**config.mk**
```make
export PLATFORM = sky130hd
export DESIGN_NAME = capsense_events
export DESIGN_NICKNAME = d
export VERILOG_FILES = /design/src/rtl/capsense_events.sv
export SDC_FILE = /design/constraint.sdc
export NUM_CORES = 1
export LEC_CHECK = 0
export CAP_MARGIN = 20
export CORE_AREA = 10 10 57 92
export DETAILED_ROUTE_END_ITERATION = 10
export DIE_AREA = 0 0 67 102
export GPL_TIMING_DRIVEN = 0
export PLACE_DENSITY = 0.74
export SYNTH_ARGS = -nofsm -noshare
export SYNTH_HDL_FRONTEND = slang
export SYNTH_SLANG_ARGS = --single-unit
```
**constraint.sdc**
```tcl
create_clock -name clk_i -period 4.3 [get_ports clk_i]
set_clock_uncertainty 0.15 [all_clocks]
set_input_delay 0.645 -clock clk_i [delete_from_list [all_inputs] [get_ports clk_i]]
set_output_delay 0.645 -clock clk_i [all_outputs]
set_load 0.05 [all_outputs]
```
**src/rtl/capsense_events.sv**
```systemverilog
// Capacitive button front end: per-button sample debouncing, a pending-event
// stage with lowest-index priority, and a ready/valid event FIFO.
module capsense_events #(
  parameter int N          = 4,
  parameter int DEB_CNT    = 3,
  parameter int FIFO_DEPTH = 4
) (
  input  logic                 clk_i,
  input  logic                 rst_ni,
  input  logic                 sample_valid_i,
  input  logic [N-1:0]         sample_i,
  output logic [N-1:0]         stable_o,
  output logic                 evt_valid_o,
  input  logic                 evt_ready_i,
  output logic [$clog2(N)-1:0] evt_btn_o,
  output logic                 evt_press_o,
  output logic                 overflow_o,
  input  logic                 clear_ovf_i
);

  localparam int BW  = $clog2(N);
  localparam int CW  = $clog2(DEB_CNT + 1);
  localparam int AW  = $clog2(FIFO_DEPTH);
  localparam int CTW = $clog2(FIFO_DEPTH + 1);
  localparam logic [CW-1:0]  CNT_MAX   = CW'(DEB_CNT - 1);
  localparam logic [CTW-1:0] FULL_CNT  = CTW'(FIFO_DEPTH);

  logic [CW-1:0]  cnt_q [N];
  logic [CW-1:0]  cnt_d [N];
  logic [N-1:0]   stable_q, stable_d;
  logic [N-1:0]   accept;
  logic [N-1:0]   pend_q, pend_d;
  logic [N-1:0]   pend_dir_q, pend_dir_d;
  logic           ovf_q, ovf_d;
  logic           drop_any;
  logic           pend_any;
  logic [BW-1:0]  sel;

  logic [BW:0]    mem_q [FIFO_DEPTH];
  logic [AW-1:0]  wr_q, rd_q;
  logic [CTW-1:0] count_q;
  logic           empty, full, push, pop;

  // A differing sample advances the counter; the DEB_CNT-th in a row flips
  // the stable state. Any agreeing sample restarts the count.
  always_comb begin
    stable_d = stable_q;
    accept   = '0;
    for (int i = 0; i < N; i++) begin
      cnt_d[i] = cnt_q[i];
    end
    if (sample_valid_i) begin
      for (int i = 0; i < N; i++) begin
        if (sample_i[i] == stable_q[i]) begin
          cnt_d[i] = '0;
        end else if (cnt_q[i] == CNT_MAX) begin
          cnt_d[i]    = '0;
          stable_d[i] = ~stable_q[i];
          accept[i]   = 1'b1;
        end else begin
          cnt_d[i] = cnt_q[i] + CW'(1);
        end
      end
    end
  end

  always_comb begin
    pend_any = |pend_q;
    sel      = '0;
    for (int i = N - 1; i >= 0; i--) begin
      if (pend_q[i]) begin
        sel = BW'(i);
      end
    end
  end

  assign empty = (count_q == '0);
  assign full  = (count_q == FULL_CNT);
  assign pop   = ~empty & evt_ready_i;
  assign push  = pend_any & (~full | pop);

  // A pending slot already occupied means the new change has nowhere to go,
  // so it is dropped and flagged rather than overwriting the older event.
  always_comb begin
    pend_d     = pend_q;
    pend_dir_d = pend_dir_q;
    drop_any   = 1'b0;
    if (push) begin
      pend_d[sel] = 1'b0;
    end
    for (int i = 0; i < N; i++) begin
      if (accept[i]) begin
        if (pend_q[i]) begin
          drop_any = 1'b1;
        end else begin
          pend_d[i]     = 1'b1;
          pend_dir_d[i] = stable_d[i];
        end
      end
    end
    ovf_d = drop_any | (ovf_q & ~clear_ovf_i);
  end

  always_ff @(posedge clk_i or negedge rst_ni) begin
    if (!rst_ni) begin
      for (int i = 0; i < N; i++) begin
        cnt_q[i] <= '0;
      end
      stable_q   <= '0;
      pend_q     <= '0;
      pend_dir_q <= '0;
      ovf_q      <= 1'b0;
      wr_q       <= '0;
      rd_q       <= '0;
      count_q    <= '0;
    end else begin
      for (int i = 0; i < N; i++) begin
        cnt_q[i] <= cnt_d[i];
      end
      stable_q   <= stable_d;
      pend_q     <= pend_d;
      pend_dir_q <= pend_dir_d;
      ovf_q      <= ovf_d;
      if (push) begin
        wr_q <= wr_q + AW'(1);
      end
      if (pop) begin
        rd_q <= rd_q + AW'(1);
      end
      count_q <= count_q + CTW'(push) - CTW'(pop);
    end
  end

  // Storage needs no reset: the count alone decides which entries are live.
  always_ff @(posedge clk_i) begin
    if (push) begin
      mem_q[wr_q] <= {sel, pend_dir_q[sel]};
    end
  end

  assign stable_o                 = stable_q;
  assign overflow_o               = ovf_q;
  assign evt_valid_o              = ~empty;
  assign {evt_btn_o, evt_press_o} = mem_q[rd_q];

endmodule

```
==> out/results.tsv <==
stage	metric	value	unit
logic_synthesis	synth_flop_cell	dfrtp_1	
logic_synthesis	yosysWarnings	0	
sta	fmax	0.331	GHz
power	powerDensity	723	mW/mm^2
grt	grt.overflow.total	0	
detailed_routing	drt_iter0_markers	21	
sta	setup_violations	0	
grt	grt_max_degree	21	
logic_synthesis	synth_edf_count	12	
placement	hpwl	2910	um
clock_network	cts.clk_slew.worst_paths	70	ps
clock_network	cts_tree	done	
logic_synthesis	yosysTopAreaCellShare	35.9	%
placement	io_buffers	16	
placement	placed_area	0.00219	sq mm
die	placementRows	29	
sta	min_period_over_period	70.3	%
logic_synthesis	synth_area_per_cell	12.4	sq um
detailed_routing	met3_length	172	um
detailed_routing	post-route-drc-count	0	
grt	grt_pass1_vias	1324	
logic_synthesis	syn-cell-area	0.00195	sq mm
clock_network	cts_post_setup_buffers_inserted	0	
detailed_routing	postRouteAntennaNets	0	
power	ir_drop	447	uV
clock_network	cts_repair_resize_count	0	
logic_synthesis	synth_cells	157	
sta	drv_slew	0	
die	start_util	53.2	%
die	die_area	0.00683	sq mm
sta	hold_slack	361	ps
grt	track_usage	12.1	%
detailed_routing	routed.top_layer	met4	
logic_synthesis	synth_common_cells	dfrtp_1, inv_1, edfxtp_1, a21oi_1, nand2_1	
sta	min_period	3020	ps
detailed_routing	wl_met2	2220	um
critical_path	cp-start-kind	flip-flop	
logic_synthesis	yosys-top-cells-area	dfrtp_1, edfxtp_1, mux4_2	
critical_path	end_kind	output pin	
clock_network	cts_buffers	5	
sta	hold_viol	0	
clock_network	cts.sinks	40	
sta	worst_slack	1280	ps
job	timing.max_cap.violations	0	
grt	antenna_found_initial	0	
power	comb_power_share	45.4	%
critical_path	crit_type	flip-flop to output pin	
logic_synthesis	synth_most_common_cell	dfrtp_1	
clock_network	clk_path_buf_depth	2	
sta	worst_pin_slew	526	ps
logic_synthesis	async_reset_ff_share	70.0	%
critical_path	crit_required	3500	ps
critical_path	crit_fanout	5	
sta	fin_tns_setup	0	ps
detailed_routing	vias	1255	
final_layout	drive_gt1_share	17.6	%
critical_path	worst-endpoint-arrival	2230	ps
die	die_x	67	um
detailed_routing	drtPass1Iterations	4	
hold_path	min-delay-start	cnt_q[3]$_DFFE_PN0P_	
clock_network	postCtsHoldBufs	0	
die	io_pins	18	
placement	gp_congestion	0.752	
power	switching_share	40.3	%
power	p_leak	0.977	nW
detailed_routing	avgRoutedWirePerCell	16.7	um
logic_synthesis	synth_cell_types	45	
final_layout	n_antenna_cell	0	
clock_network	root_buffer	clkbuf_8	
die	die_h	102	um
placement	pre_cts_slack	1060	ps
sta	rsz0062_at_grt	false	
outcome	status	completed	
detailed_routing	wl_met1	1300	um
hold_path	hp-class	flip-flop to flip-flop	
detailed_routing	wl	3810	um
logic_synthesis	yosysTopAreaCell	dfrtp_1	
sta	slew_headroom	64.8	%
die	core_area	0.00366	sq mm
final_layout	area_growth	17.2	%
logic_synthesis	ys_ff_latch	40	
final_layout	layout.nets	197	
clock_network	htree_levels	2	
logic_synthesis	yosysSeqAreaShare	54.4	%
clock_network	worstSkewPairLatency	290	ps
power	p_switching	0.666	mW
detailed_routing	viasPerCell	5.50	
critical_path	timing.rr.start	count_q[1]$_DFF_PN0_	
power	p_seq_share	39.6	%
critical_path	crit_start	rd_q[0]$_DFFE_PN0P_	
power	p_int	0.987	mW
final_layout	fin_area	0.00228	sq mm
logic_synthesis	syn-num-nets	173	
power	pwr-share-clk	15.0	%
grt	grt_pass1_wl	6130	um
[through the flow]
step           cells  total power, mW  util (%)
6_report         228             1.65      62.3
5_1_grt          228             1.76      62.3
4_1_cts          228             1.68      62.3
3_5_place_dp     220             1.42      59.9
3_3_place_gp     219             1.36      59.1
2_1_floorplan    157             1.19         -
[flip-flops by register name, summed over array words and instances (netlist names)]
signal	cells
mem_q	12
cnt_q	8
pend_dir_q	4
pend_q	4
stable_o	4
count_q	3
rd_q	2
wr_q	2
overflow_o	1
[worst max-delay path: stages, from the launching register on]
cell and delay, ps:
dfrtp_1 330, clkbuf_1 330, mux4_2 570, clkdlybuf4s50_1 720
[routing by layer]
layer  track usage, %  up-vias
met1             10.2      612
met4             6.98        0
met3             3.72        9
met5                0        -
met2             23.2       24
li1                 -      610
[cell type report]
class                   instances  area (sq um)
fillers                       307          1380
flip-flops and latches         40          1060
multi-input cells              92           790
repair buffers                 17           188
clock buffers                   8          90.1
inverters                      19          71.3
well taps                      46          57.6
plain buffers                   6          27.5
[power groups by stage]
stage	combinational [mW]	sequential [mW]	clock, mW
detailed placement	0.757	0.660	0
CTS	0.764	0.656	0.259
global placement	0.717	0.645	0
global route	0.823	0.671	0.267
finish	0.750	0.654	0.249
floorplan	0.492	0.699	0
[kinds of logic (layout without fill, tap and decap cells)]
| group | count (synthesis) | in the layout | synth area share [%] |
|---|---|---|---|
| DFF | 40 | 40 | 54.4 |
| and+or+nand+nor | 37 | 37 | 12.2 |
| AOI/OAI and AO/OA | 27 | 27 | 10.1 |
| buffers and inverters | 25 | 50 | 5.07 |
| muxes | 12 | 12 | 9.31 |
| xor gates and xnor gates | 9 | 9 | 4.04 |
| adders and majority gates | 7 | 7 | 4.88 |
[cell usage in the layout (no fill, tap or decap), drive strengths merged, types with 3 or more instances in the layout]
master and n:
dfrtp 28, inv 19, clkdlybuf4s50 16, edfxtp 12, clkbuf 10, a21oi 8, nand2 7, xnor2 6
ha 6, mux2 6, buf 5, mux4 4, and2 4, nand3 4, nor3 4, o21ai 3
nor2 3, xor2 3, nand4 3, o31ai 3, o41ai 3
[worst paths after layout]
path | cells past startpoint | end | slack, ps
worst max-delay path | 3 | evt_btn_o[1] | 1280
min in group asynchronous | 1 | stable_o[1]$_DFF_PN0_ | 550
worst min register to register | 1 | cnt_q[3]$_DFFE_PN0P_ | 360
worst min-delay path | 1 | cnt_q[3]$_DFFE_PN0P_ | 360
worst max register to register | 10 | count_q[2]$_DFF_PN0_ | 1760
max in group asynchronous | 2 | rd_q[0]$_DFFE_PN0P_ | 2960
Note: power is estimated with default switching activity, not from simulation.
